File: src/rtl/demux_pkg.sv
// Shared types and helpers for the FIFO demux router.
// Latency: none (declarations only).
// Backpressure: n/a.
package demux_pkg;

  localparam int NUM_LANES     = 4;
  localparam int DEST_BITS     = 2;
  localparam int MAX_WORD_BITS = 32;

  typedef enum logic [0:0] {
    IDLE   = 1'b0,
    ACTIVE = 1'b1
  } state_t;

  // Destination lane of a word: its DEST_BITS most significant bits.
  function automatic logic [DEST_BITS-1:0] dest_of(input logic [MAX_WORD_BITS-1:0] word,
                                                   input int unsigned word_bits);
    return DEST_BITS'(word >> (word_bits - DEST_BITS));
  endfunction

endpackage

File: src/rtl/lane_counter.sv
// Per-lane delivered-word counter, wraps modulo 2^COUNT_BITS.
// Latency: count reflects an inc/clear one cycle after it is sampled.
// Backpressure: none; clear wins over inc in the same cycle.
module lane_counter #(
  parameter int COUNT_BITS = 5
) (
  input  logic                  clk,
  input  logic                  reset,
  input  logic                  inc,
  input  logic                  clear,
  output logic [COUNT_BITS-1:0] count
);

  // Wrap counter with synchronous clear taking priority over increment.
  always_ff @(posedge clk or negedge reset) begin
    if (!reset) begin
      count <= '0;
    end else if (clear) begin
      count <= '0;
    end else if (inc) begin
      count <= count + 1'b1;
    end
  end

endmodule

File: src/rtl/fifo_demux_router.sv
// Drains the source FIFO and routes each word to one of four lanes by its 2 MSBs; DEMUX_COUNTERS_EN adds per-lane counters.
// Latency: data_out/valid_out one cycle after the read strobe is sampled.
// Backpressure: any lane pause stalls all reads; one word already in flight is still delivered.
module fifo_demux_router #(
  parameter int DATA_BITS  = 10,
  parameter int NUM_LANES  = 4,
  parameter int COUNT_BITS = 5
) (
  input  logic                          clk,
  input  logic                          reset,
  input  logic [DATA_BITS-1:0]          fifo_data_out,
  input  logic                          fifo_empty_out,
  output logic                          fifo_read,
  input  logic [NUM_LANES-1:0]          pause,
  output logic [DATA_BITS-1:0]          data_out,
  output logic [NUM_LANES-1:0]          valid_out,
  output logic                          idle,
  input  logic                          count_clear,
  output logic [NUM_LANES*COUNT_BITS-1:0] count_out
);

  import demux_pkg::*;

  state_t               state;
  logic                 in_flight;
  logic [DEST_BITS-1:0] dest;

  assign dest = dest_of(MAX_WORD_BITS'(fifo_data_out), DATA_BITS);

  // The destination is unknown until the word arrives, so any pause blocks the read.
  assign fifo_read = (state == ACTIVE) & ~fifo_empty_out & (pause == '0);
  assign idle      = (state == IDLE) & ~in_flight;

  // Control FSM: wake on data, go back to sleep once drained and nothing is in flight.
  always_ff @(posedge clk or negedge reset) begin
    if (!reset) begin
      state <= IDLE;
    end else begin
      case (state)
        IDLE:    if (!fifo_empty_out) state <= ACTIVE;
        ACTIVE:  if (fifo_empty_out && !in_flight) state <= IDLE;
        default: state <= IDLE;
      endcase
    end
  end

  // Output register: capture the word returned for last cycle's read and strobe its lane.
  always_ff @(posedge clk or negedge reset) begin
    if (!reset) begin
      in_flight <= 1'b0;
      data_out  <= '0;
      valid_out <= '0;
    end else begin
      in_flight <= fifo_read;
      if (in_flight) begin
        data_out  <= fifo_data_out;
        valid_out <= NUM_LANES'(1) << dest;
      end else begin
        valid_out <= '0;
      end
    end
  end

`ifdef DEMUX_COUNTERS_EN
  for (genvar i = 0; i < NUM_LANES; i++) begin : g_lane
    lane_counter #(
      .COUNT_BITS(COUNT_BITS)
    ) u_cnt (
      .clk   (clk),
      .reset (reset),
      .inc   (in_flight && (dest == DEST_BITS'(i))),
      .clear (count_clear),
      .count (count_out[i*COUNT_BITS +: COUNT_BITS])
    );
  end
`else
  logic unused_count_clear;
  assign unused_count_clear = count_clear;
  assign count_out          = '0;
`endif

endmodule

File: config.mk
export PLATFORM = sky130hd
export DESIGN_NAME = fifo_demux_router
export DESIGN_NICKNAME = d
export VERILOG_FILES = /design/src/rtl/demux_pkg.sv /design/src/rtl/lane_counter.sv /design/src/rtl/fifo_demux_router.sv
export SDC_FILE = /design/constraint.sdc
export NUM_CORES = 1
export LEC_CHECK = 0
export CORE_MARGIN = 3
export CORE_UTILIZATION = 36
export DETAILED_ROUTE_END_ITERATION = 16
export PLACE_DENSITY = 0.8
export SKIP_LAST_GASP = 1
export SLEW_MARGIN = 20
export SYNTH_ARGS = -nofsm -noshare
export SYNTH_HDL_FRONTEND = slang
export SYNTH_SLANG_ARGS = --single-unit
File: constraint.sdc
create_clock -name clk -period 3.2 [get_ports clk]
set_clock_uncertainty 0.15 [all_clocks]
set_input_delay 0.96 -clock clk [delete_from_list [all_inputs] [get_ports clk]]
set_output_delay 0.96 -clock clk [all_outputs]
set_load 0.05 [all_outputs]
==> results_dict.tcl <==
set metrics [dict create \
    synth_async_sr_flop_share_pct 100 \
    worstHoldPathType "reg -> reg" \
    p_clk_share_pct 20.6 \
    port_buffers 32 \
    ant_nets 0 \
    drc 0 \
    pwr_density_cell_nw_per_um2 575 \
    cts.sinks 16 \
    routed_via_density 3.92 \
    yosysWarningCount 0 \
    globalRouteMet3Util_pct 3.21 \
    seqPwrFrac_pct 39.1 \
    synth_top_family_by_area "buffers and inverters" \
    ys.flop_type "dfrtp_1" \
    max_cap_violations 0 \
    initial_core_util_pct 40.2 \
    nets 115 \
    cts_tree "yes" \
    critPathRequiredTime_ns 2.09 \
    ys_top_cells_by_area "dfrtp_1, buf_4, mux2_2, nor3b_2, mux2_1" \
    root_buffer "clkbuf_4" \
    fin_setup_tns_ns 0 \
    rows 15 \
    status "completed" \
    ys_ff_latch 16 \
    hpwlAfterDp_um 1140 \
    p_sw_uw 240 \
    nFillCells 192 \
    grt-ovfl-total 0 \
    holdBufCountCts 0 \
    wl_um 1360 \
    fin_crit_sh_pct 98.3 \
    fmax_mhz 318 \
    period_needed_ns 3.15 \
    critPathKind "in -> out" \
    gp_congestion 0.590 \
    netlist_area_sq_um 739 \
    use_met2_pct 20.4 \
    critPathMaxFanout 2 \
    p_leak_uw 0.000518 \
    vias 474 \
    tightestPinTransition_ns 0.670 \
    cts_max_path_buffers 2 \
    wire_per_inst_um 11.2 \
    maxSlewViolCount 0 \
    yosys.area.top_type "dfrtp_1" \
    rsz0062_at_grt "no" \
    slowest_delay_ns 0.43 \
    synth-edff-count 0 \
    dr.first_iter.drc_count 3 \
    die_area_sq_um 2630 \
    avgSynthCellArea_sq_um 12.3 \
    busiest_layer "met2" \
    area.growth.synth_to_final_pct 44.2 \
    path_cells "dlygate4sd2_1, or4_4, nor3b_4, buf_12" \
    swShare_pct 39.2 \
    insertion_delay_ns 0.27 \
    grt_pass1_vias 463 \
    synth_top_area_share_pct 54.1 \
    synth_cell_type_count 15 \
    grt_pass1_wl_um 2210 \
    cts_max_level 1 \
    setup_viol 0 \
    syn_inst 60 \
    firstDrtPassIters 2 \
    maxSlewHeadroom_pct 55.2 \
    internal_power_uw 373 \
    die_h_um 51.3 \
    seq_area_frac_synth_pct 54.1 \
    max-vdd-ir-drop_uv 239 \
    yosysMostFrequentCell "buf_4" \
    synthAdderAreaFrac_pct 0 \
    crit_slowest_cell "or4_4" \
    critical_path_arrival_ns 2.04 \
    cts_made_buffers 3 \
    core_sq_um 1840 \
    clkTransAtPathRegs_ns 0.09 \
    antenna_found_initial 0 \
    dp_slack_ns -0.244 \
    drive_gt1_share_pct 20.8 \
    combPwrFrac_pct 40.3 \
    antenna_cells 0 \
    synthTopCellsByCount "buf_4, dfrtp_1, mux2_2, nand2_1" \
    hold_violations 0 \
    crit_path_end_kind "output pin" \
    die_w_um 51.3 \
    synthXorXnorAreaFrac_pct 0 \
    grt_max_degree 17 \
    muxShareOfSynthArea_pct 13.7 \
    crit_path_start_kind "input port" \
    synth_compound_area_share_pct 0.677 \
    worst_slack_ns 0.0549 \
    track_usage_pct 11.3 \
    grt_use_met1_pct 13.2 \
    synth_simple_gate_area_share_pct 8.80 \
    num_io_pins 54 \
]
## stage by stage
stage	instances	total power, uW	hold slack (ns)	instance area [sq um]	utilization, %
after detailed placement	116	495	0.334	1030	56.2
final	121	613	0.347	1070	58.0
after global placement	116	491	0.326	1030	56.2
after CTS	121	621	0.355	1070	58.2
after global routing	121	644	0.386	1070	58.0
after floorplan	79	431	0.322	817	-
## registers in the layout (all words and copies together) (netlist names)
| signal | flops |
|---|---|
| data_out | 10 |
| in_flight | 1 |
| state | 1 |
| valid_out | 4 |
## cell type report
type	count	area, sq um	area share, %
clock buffer	4	36.3	3.40
timing repair buffer	35	342	32.0
inverter	1	3.75	0.352
multi-input combinational	40	253	23.7
sequential	16	400	37.6
tap	25	31.3	2.93
## critical path: cells and delay by family
family,cells,cell delay (ns)
AND/OR/NAND/NOR,2,0.68
buffers and inverters,2,0.40
## layer usage
metal | vias to the layer above | part of all wire [%]
li1 | 225 | -
met5 | - | 0
met2 | 28 | 54
met1 | 221 | 36
met3 | 0 | 9.9
met4 | 0 | 0
## power groups by stage
stage	Clock [uW]	Sequential, uW	Combinational [uW]
CTS	131	240	249
global placement	0	243	248
floorplan	0	334	96.5
global route	143	245	257
finish	126	240	247
detailed placement	0	244	250
## cells by family after synthesis
| group | count (synthesis) |
|---|---|
| multiplexers | 9 |
| flip-flops | 16 |
| AO/OA/AOI/OAI | 1 |
| AND/OR/NAND/NOR | 10 |
| buffers and inverters | 23 |
| other | 1 |
## worst paths after layout
kind | end | start | slack [ns] | depth (start not counted)
worst max-delay path | fifo_read | pause[1] | 0.05 | 4
worst min-delay path | data_out[7] | data_out[7] | 0.35 | 1
worst max register to register | data_out[4] | in_flight | 2.00 | 2
worst min register to register | data_out[7] | data_out[7] | 0.35 | 1
max in group asynchronous | data_out[7] | reset | 1.54 | 1
min in group asynchronous | data_out[4] | reset | 0.94 | 1
## what timing repair did
item | 4_1_cts | 5_1_grt
gates resized for setup | 8 | 1
setup endpoints to repair | 1 | 1
setup buffers | 1 | 0
pin swaps | 2 | 2
## cells in the final DEF, fill, tap and decap left out, types with 2 or more instances in the layout
cell / count
nor2_1: 2
conb_1: 20
clkbuf_4: 3
clkdlybuf4s50_1: 27
mux2_2: 8
buf_4: 3
dfrtp_1: 16
nand2_1: 3
Power figures use the tool's default switching activity.
